--- config.mk ---
export PLATFORM = sky130hd
export DESIGN_NAME = rat_recovery_ctrl
export DESIGN_NICKNAME = d
export VERILOG_FILES = /design/src/rtl/rat_recovery_ctrl.sv
export SDC_FILE = /design/constraint.sdc
export NUM_CORES = 1
export LEC_CHECK = 0
export ABC_AREA = 0
export CORE_AREA = 2 2 65 92
export DETAILED_ROUTE_END_ITERATION = 8
export DIE_AREA = 0 0 67 94
export SLEW_MARGIN = 30
export SYNTH_ARGS = -nofsm -noshare
export SYNTH_HDL_FRONTEND = slang
export SYNTH_SLANG_ARGS = --single-unit
--- constraint.sdc ---
create_clock -name clock -period 3.5 [get_ports clock]
set_clock_uncertainty 0.2 [all_clocks]
set_input_delay 0.525 -clock clock [delete_from_list [all_inputs] [get_ports clock]]
set_output_delay 0.525 -clock clock [all_outputs]
set_load 0.005 [all_outputs]
--- src/rtl/rat_recovery_ctrl.sv ---
// Speculative-RAT recovery sequencer: one ROLLBACK cycle (spec RAT <- arch RAT), then a
// two-per-cycle oldest-first replay of surviving ROB entries onto the spec RAT.
module rat_recovery_ctrl #(
    parameter int ROB_DEPTH = 64,
    parameter int ROB_IDX_W = 6
) (
    input  logic                 clock,
    input  logic                 reset_n,
    input  logic                 flush_valid,
    input  logic [ROB_IDX_W:0]   flush_robidx,
    input  logic [ROB_IDX_W:0]   rob_head,
    output logic [ROB_IDX_W-1:0] walk_rd_addr0,
    output logic [ROB_IDX_W-1:0] walk_rd_addr1,
    input  logic [11:0]          walk_rd_data0,
    input  logic [11:0]          walk_rd_data1,
    output logic [1:0]           rob_state,
    output logic                 walking_valid0,
    output logic                 walking_valid1,
    output logic [4:0]           rob_walk0_lrd,
    output logic [5:0]           rob_walk0_prd,
    output logic [4:0]           rob_walk1_lrd,
    output logic [5:0]           rob_walk1_prd,
    output logic                 rename_stall,
    output logic                 commit_block,
    output logic                 walk_done
);

    typedef enum logic [1:0] {
        ST_IDLE     = 2'b00,
        ST_ROLLBACK = 2'b01,
        ST_WALK     = 2'b10
    } state_t;

    localparam int                 NUM_SLOTS  = 2;
    localparam logic [ROB_IDX_W:0] FULL_RANGE = (ROB_IDX_W+1)'(ROB_DEPTH);

    state_t               state_reg;
    logic [ROB_IDX_W:0]   walk_ptr_reg;
    logic [ROB_IDX_W:0]   walk_end_reg;

    logic [ROB_IDX_W:0]   raw_remaining;
    logic [ROB_IDX_W:0]   remaining;
    logic                 in_walk;
    logic                 last_walk;
    logic                 range_empty;
    logic [ROB_IDX_W:0]   walk_step;

    logic [NUM_SLOTS-1:0] slot_en;
    logic [ROB_IDX_W-1:0] slot_addr  [NUM_SLOTS];
    logic [11:0]          slot_data  [NUM_SLOTS];
    logic [NUM_SLOTS-1:0] slot_valid;
    logic [4:0]           slot_lrd   [NUM_SLOTS];
    logic [5:0]           slot_prd   [NUM_SLOTS];

    // Pointers carry a wrap bit, so the modular difference spans 0..ROB_DEPTH;
    // anything larger can only come from malformed pointers and is clamped.
    assign raw_remaining = walk_end_reg - walk_ptr_reg;
    assign remaining     = (raw_remaining > FULL_RANGE) ? FULL_RANGE : raw_remaining;
    assign range_empty   = (remaining == '0);
    assign last_walk     = (remaining <= (ROB_IDX_W+1)'(2));
    assign in_walk       = (state_reg == ST_WALK);

    assign slot_en[0] = in_walk && !range_empty;
    assign slot_en[1] = in_walk && (remaining >= (ROB_IDX_W+1)'(2));

    assign slot_data[0] = walk_rd_data0;
    assign slot_data[1] = walk_rd_data1;

    generate
        for (genvar gi = 0; gi < NUM_SLOTS; gi++) begin : g_slot
            // Index-only add wraps naturally at ROB_DEPTH (power of two).
            assign slot_addr[gi]  = walk_ptr_reg[ROB_IDX_W-1:0] + ROB_IDX_W'(gi);
            assign slot_valid[gi] = slot_en[gi] & slot_data[gi][11];
            assign slot_lrd[gi]   = slot_data[gi][10:6];
            assign slot_prd[gi]   = slot_data[gi][5:0];
        end
    endgenerate

    assign walk_rd_addr0  = slot_addr[0];
    assign walk_rd_addr1  = slot_addr[1];
    assign walking_valid0 = slot_valid[0];
    assign walking_valid1 = slot_valid[1];
    assign rob_walk0_lrd  = slot_lrd[0];
    assign rob_walk0_prd  = slot_prd[0];
    assign rob_walk1_lrd  = slot_lrd[1];
    assign rob_walk1_prd  = slot_prd[1];

    // Pointer advances over squashed-but-not-writing entries too; need_to_wb only gates the update.
    always_comb begin
        walk_step = '0;
        if (slot_en[1]) begin
            walk_step = (ROB_IDX_W+1)'(2);
        end else if (slot_en[0]) begin
            walk_step = (ROB_IDX_W+1)'(1);
        end
    end

    assign rob_state    = state_reg;
    assign rename_stall = (state_reg != ST_IDLE) | flush_valid;
    assign commit_block = (state_reg != ST_IDLE) | flush_valid;

    // A new flush in the same cycle wins over completion, so done is suppressed.
    always_comb begin
        walk_done = 1'b0;
        if (!flush_valid) begin
            if (state_reg == ST_ROLLBACK && range_empty) begin
                walk_done = 1'b1;
            end else if (in_walk && last_walk) begin
                walk_done = 1'b1;
            end
        end
    end

    always_ff @(posedge clock) begin
        if (!reset_n) begin
            state_reg    <= ST_IDLE;
            walk_ptr_reg <= '0;
            walk_end_reg <= '0;
        end else if (flush_valid) begin
            walk_ptr_reg <= rob_head;
            walk_end_reg <= flush_robidx;
            state_reg    <= ST_ROLLBACK;
        end else begin
            case (state_reg)
                ST_ROLLBACK: begin
                    state_reg <= range_empty ? ST_IDLE : ST_WALK;
                end
                ST_WALK: begin
                    walk_ptr_reg <= walk_ptr_reg + walk_step;
                    if (last_walk) begin
                        state_reg <= ST_IDLE;
                    end
                end
                default: begin
                    state_reg <= ST_IDLE;
                end
            endcase
        end
    end

endmodule

# Word-level counts from Yosys, hierarchy flattened
# Index checks and enable logic that the tools add are counted.
totals:
  register_bits: 16
  wordCells: 39
op_classes:
  n_lt_le_gt_ge: 3
  mux: 12
  n_eq_ne: 4
  add_sub_neg: 3
  reduce_logical: 9
  bitwise: 4
ops:
  columns: ["operator", "n"]
  rows:
  - ["$mux W7", 3]
  - ["$add A7 B7 Y7", 1]
  - ["$ge A7 B2 Y1 const B", 1]
  - ["$gt A7 B7 Y1 const B", 1]
  - ["$le A7 B2 Y1 const B", 1]
  - ["$logic_not A7 Y1", 1]
  - ["$sub A7 B7 Y7", 1]
  - ["$add A6 B1 Y6 const B", 1]
  - ["$mux W2", 3]
  - ["$mux W1", 5]
  - ["$logic_and A1 B1 Y1", 4]
  - ["$pmux W2 S2", 1]
  - ["$reduce_bool A2 Y1", 2]
  - ["$ne A3 B2 Y1 const B", 1]
  - ["$and A1 B1 Y1", 2]
  - ["$eq A2 B1 Y1 const B", 1]
  - ["$eq A2 B2 Y1 const B", 1]
  - ["$ne A2 B1 Y1 const B", 1]
  - ["$reduce_or A2 Y1", 1]
  - ["$logic_not A1 Y1", 1]
  - ["$not A1 Y1", 1]
  - ["$or A1 B1 Y1", 1]

# Depth between registers and ports, before layout
logic_depth:
  word_depth: 11
  depth_mapped: 16
  mapped_depth_nobuf: 16

# Worst setup path before layout
# No wires, ideal clock.
synth_path:
  path_type: "register to register"
  startpoint: "register walk_ptr_reg[0]"
  endpoint: "register walk_ptr_reg[4]"
  setup_slack_ps: -103
  t_arrival_ps: 3287
  required_time_ps: 3184
  stages_incl_launch_ff: 16
  path_buffers: 0
  cell_sequence: "dfxtp_1 ha_1 inv_1 fa_1 a211oi_2 nor2_1 xor2_1 o211a_2 nor4b_1 ha_1 inv_1 fa_1 nor2_1 nand3_1 xnor2_1 o211a_1"
synth_between:
  elab_chain_cells: 11
  word_cells_on_any_way: 13
  classes_between: "2 x add/sub; 2 x order compare; 5 x mux; 4 x reduce/logical"
synth_rtl:
  columns: ["element", "line_no", "text"]
  rows:
  - ["start, declared", "38", "logic [ROB_IDX_W:0] walk_ptr_reg;"]
  - ["start signal, assigned", "120", "walk_ptr_reg <= rob_head;"]
  - ["start signal, assigned", "129", "walk_ptr_reg <= walk_ptr_reg + walk_step;"]
  - ["branches (longest 8 deep; another with $sub A7 B7 Y7)", null, null]
  - ["$add A7 B7 Y7 *", "129", null]
  - ["$mux W7 *", "124", "case (state_reg)"]
  - ["$mux W7 *", "119", "end else if (flush_valid) begin"]
# Every way passes the cells marked *. The select of a mux whose other input is x is not followed.
# A chain may end at the register's enable or synchronous reset.

# Worst setup path in the final report
layout_path:
  startpoint: "register walk_end_reg[0]"
  endpoint: "register walk_ptr_reg[4]"
layout_between:
  elab_chain_cells: 11
  word_cells_on_any_way: 13
  classes_between: "2 x add/sub; 2 x order compare; 5 x mux; 4 x reduce/logical"
layout_rtl:
  columns: ["element", "line_no", "text"]
  rows:
  - ["start, declared", "39", "logic [ROB_IDX_W:0] walk_end_reg;"]
  - ["start signal, assigned", "121", "walk_end_reg <= flush_robidx;"]
  - ["$sub A7 B7 Y7 *", "57", "assign raw_remaining = walk_end_reg - walk_ptr_reg;"]
  - ["$gt A7 B7 Y1", "58", "assign remaining = (raw_remaining > FULL_RANGE) ? FULL_RANGE : raw_remaining;"]
  - ["$mux W7 *", "58", null]
  - ["branches (longest 4 deep; another with $ge A7 B2 Y1)", null, null]
  - ["$mux W2 *", "91", "if (slot_en[1]) begin"]
  - ["$add A7 B7 Y7 *", "129", null]
  - ["$mux W7 *", "124", null]
  - ["$mux W7 *", "119", null]
# Marks and branches as above.

==> impl_metrics.csv <==
group,metric,value,unit
power_and_ir_drop,switching_share,0.311,
drt,wl_per_cell,12.6,µm
global_route,grt_usage,0.114,
layout,stdcell_area,1950,µm²
synthesis,synth_top_area_cell,"dfxtp_1",
placement,hpwl,2590,µm
drt,drt-vias-per-instance,4.42,
drt,drc,0,
power_and_ir_drop,p_switching,0.000194,W
critical_path,path_cells,"inv_2 -> ha_4 -> inv_2 -> fa_2 -> a211oi_4 -> nor2_2 -> xor2_1 -> o211a_2 -> nor4b_2 -> ha_2 -> inv_2 -> fa_2 -> nor2_4 -> nand3_2 -> xnor2_2 -> o211a_1",
status,status,"completed",
critical_path,start_kind,"flip-flop",
power_and_ir_drop,powerDensity,318,nW/µm²
drt,first_iter_violations,29,
layout,syn_to_final_growth,30.8,%
clock_tree,cts_sinks,16,
critical_path,reg2regPathDepth,16,
floorplan,die_h,94,µm
placement,gp_congestion,0.797,
synthesis,yosysUniqueCellTypes,42,
layout,antenna_cells,0,
power_and_ir_drop,pwr-share-seq,0.325,
run,maxCapViolCount,0,
floorplan,initial_utilization,0.274,
power_and_ir_drop,p_leak,0.796,nW
synthesis,async_flop_share,0,
floorplan,die_area,6300,µm²
synthesis,synth.area.top_cells,"dfxtp_1, buf_4, ha_1, xnor2_1, mux2i_1",
power_and_ir_drop,max-vdd-ir-drop,0.210,mV
timing,hold_viol_final,0,
clock_tree,cts_root_buf,"clkbuf_8",
synthesis,synth-main-ff-cell,"dfxtp_1",
synthesis,ys_seq_area_frac,0.214,
critical_path,crit_path_max_incr_delay,410,ps
floorplan,core,5450,µm²
global_route,grt_overflow,0,
drt,num_vias,1189,
critical_path,path_class,"flip-flop to flip-flop",
worst_hold_path,worstHoldEndpoint,"walk_end_reg[5]",
timing,min_period,3500,ps
worst_hold_path,hp-class,"flip-flop to flip-flop",
power_and_ir_drop,internal-power,0.000429,W
clock_tree,clk_latency,260,ps
placement,numPortBuffers,37,
layout,layout_commonest_cell,"clkdlybuf4s50_1",
critical_path,endpoint_kind,"flip-flop",
global_route,grt_pass1_vias,1170,
clock_tree,cts_max_path_buffers,2,
floorplan,dieWidth,67,µm
synthesis,yosysTopAreaCellShare,0.214,
synthesis,syn_nets,230,
worst_hold_path,hold_depth,2,
critical_path,cp.depth,16,
power_and_ir_drop,pwr-share-comb,0.397,
clock_tree,htreeDepth,1,
synthesis,synth_seq_cells,16,
clock_tree,clk_pin_slew,70,ps
clock_tree,cts_buffers,3,
global_route,grt_pass1_wl,5380,µm
timing,maxSlewHeadroom,0.655,
floorplan,core.rowCount,32,
critical_path,cpMostUsedCell,"inv_2",
drt,drt_pass1_iterations,6,
critical_path,r2r_slack,5,ps
layout,drive_gt1_frac,0.219,
layout,num-fill-cells,600,
timing,setup_viol,0,
timing,worst_pin_slew,516,ps
critical_path,critPathMaxFanout,3,
timing,finalSetupTns,0,ps
timing,setup_ws,4.81,ps
layout,most-common-layout-cells,"clkdlybuf4s50_1, buf_4, dfxtp_1",
synthesis,yosysWarnings,0,
critical_path,critPathTopFamily,"adder cells",
global_route,antenna_found_initial,0,
drt,finalWirelength,3390,µm
placement,dpl_cell_area,1820,µm²
synthesis,syn_area,1490,µm²
synthesis,syn_inst,178,
layout,regArea,323,µm²
drt,antenna_left,0,
floorplan,io_pins,82,
synthesis,synth-edff-count,0,
placement,dp_slack,-45.2,ps
clock_tree,cts_tree,"built",
critical_path,crit_path_top_delay_cell,"fa_2",
critical_path,regToRegEndpoint,"walk_ptr_reg[4]",
timing,fin_crit_sh,0.999,
global_route,grt_max_degree,23,
timing,rsz0062_at_grt,"yes",
critical_path,worst-path-buf-inv,3,
worst_hold_path,hp-start,"walk_end_reg[5]",
critical_path,crit_arrival,3450,ps
power_and_ir_drop,clockPowerShare,0.278,
timing,fmax,0.286,GHz
critical_path,r2r_start,"walk_end_reg[0]",
synthesis,syn_area_per_cell,8.39,µm²
critical_path,cp_data_required_time,3460,ps
layout,nNetsFinal,254,
timing,drv_slew,0,
layout,multi_input_area,941,µm²
[per-layer routing]
metal / wire length [µm] / track usage
met5: 0 / 0
met3: 155 / 0.0156
met1: 1550 / 0.140
met2: 1600 / 0.186
met4: 82 / 0.0612
[metrics by stage]
| step | utilization | instances | power (W) | hold slack [ps] |
|---|---|---|---|---|
| floorplan | - | 178 | 0.000362 | 283 |
| global placement | 0.335 | 262 | 0.000432 | 300 |
| detailed placement | 0.335 | 262 | 0.000436 | 310 |
| CTS | 0.347 | 268 | 0.000618 | 332 |
| global route | 0.359 | 269 | 0.000663 | 355 |
| finish | 0.359 | 269 | 0.000622 | 326 |
[area by class of cell]
class | instances | share of cell area
repair buffers | 55 | 0.259
flip-flops and latches | 16 | 0.165
inverters | 12 | 0.0230
clock buffers | 4 | 0.0282
multi-input cells | 114 | 0.481
well taps | 68 | 0.0435
[worst reg2reg max path: stages, from the launching register on]
cell	delay, ps
dfxtp_2	320
inv_2	50
ha_4	120
inv_2	40
fa_2	410
a211oi_4	250
nor2_2	70
xor2_1	140
o211a_2	290
nor4b_2	240
ha_2	230
inv_2	40
fa_2	390
nor2_4	150
nand3_2	110
xnor2_2	150
o211a_1	190
[synthesized netlist by cell type, types with 3 or more instances]
library cell	number
inv_1	11
nor2b_1	10
nand2_1	6
nor3_1	4
and2_1	3
nor2_1	8
mux2i_1	7
o211a_1	3
clkbuf_1	6
a21oi_1	7
xnor2_1	9
xor2_1	3
dfxtp_1	16
nand2b_1	7
ha_1	9
buf_4	29
nand3_1	8
o21ai_0	3
[timing repair]
item / in CTS / in global routing
buffers inserted: 2 / 1
pin swaps: 0 / 8
endpoints found under the setup margin: 5 / 9
gates resized for setup: 2 / 16
hold buffers: 0 / 0
[worst max-delay path by stage]
stage                               start              end
after floorplan           walk_ptr_reg[1]  walk_ptr_reg[4]
after global placement    walk_end_reg[0]  walk_ptr_reg[6]
after detailed placement  walk_end_reg[0]  walk_ptr_reg[6]
after global routing      walk_end_reg[0]  walk_ptr_reg[6]
final                     walk_end_reg[0]  walk_ptr_reg[4]
after CTS                 walk_end_reg[0]  walk_ptr_reg[6]
[power by group through the flow]
stage	logic [W]	registers, W	clock network [W]
floorplan	0.000154	0.000207	0
global placement	0.000226	0.000206	0
detailed placement	0.000229	0.000206	0
CTS	0.000234	0.000202	0.000181
global route	0.000271	0.000204	0.000188
finish	0.000247	0.000202	0.000173
[kinds of logic (layout without fill, tap and decap cells)]
group / count (synthesis) / after routing / share of synthesized area
and+or+nand+nor: 52 / 52 / 0.193
buffers and inverters: 48 / 71 / 0.193
AOI/OAI and AO/OA: 29 / 29 / 0.144
DFF: 16 / 16 / 0.214
xor gates and xnor gates: 14 / 14 / 0.0997
adders and majority gates: 12 / 12 / 0.109
muxes: 7 / 7 / 0.0469
Note: power is estimated with default switching activity, not from simulation.
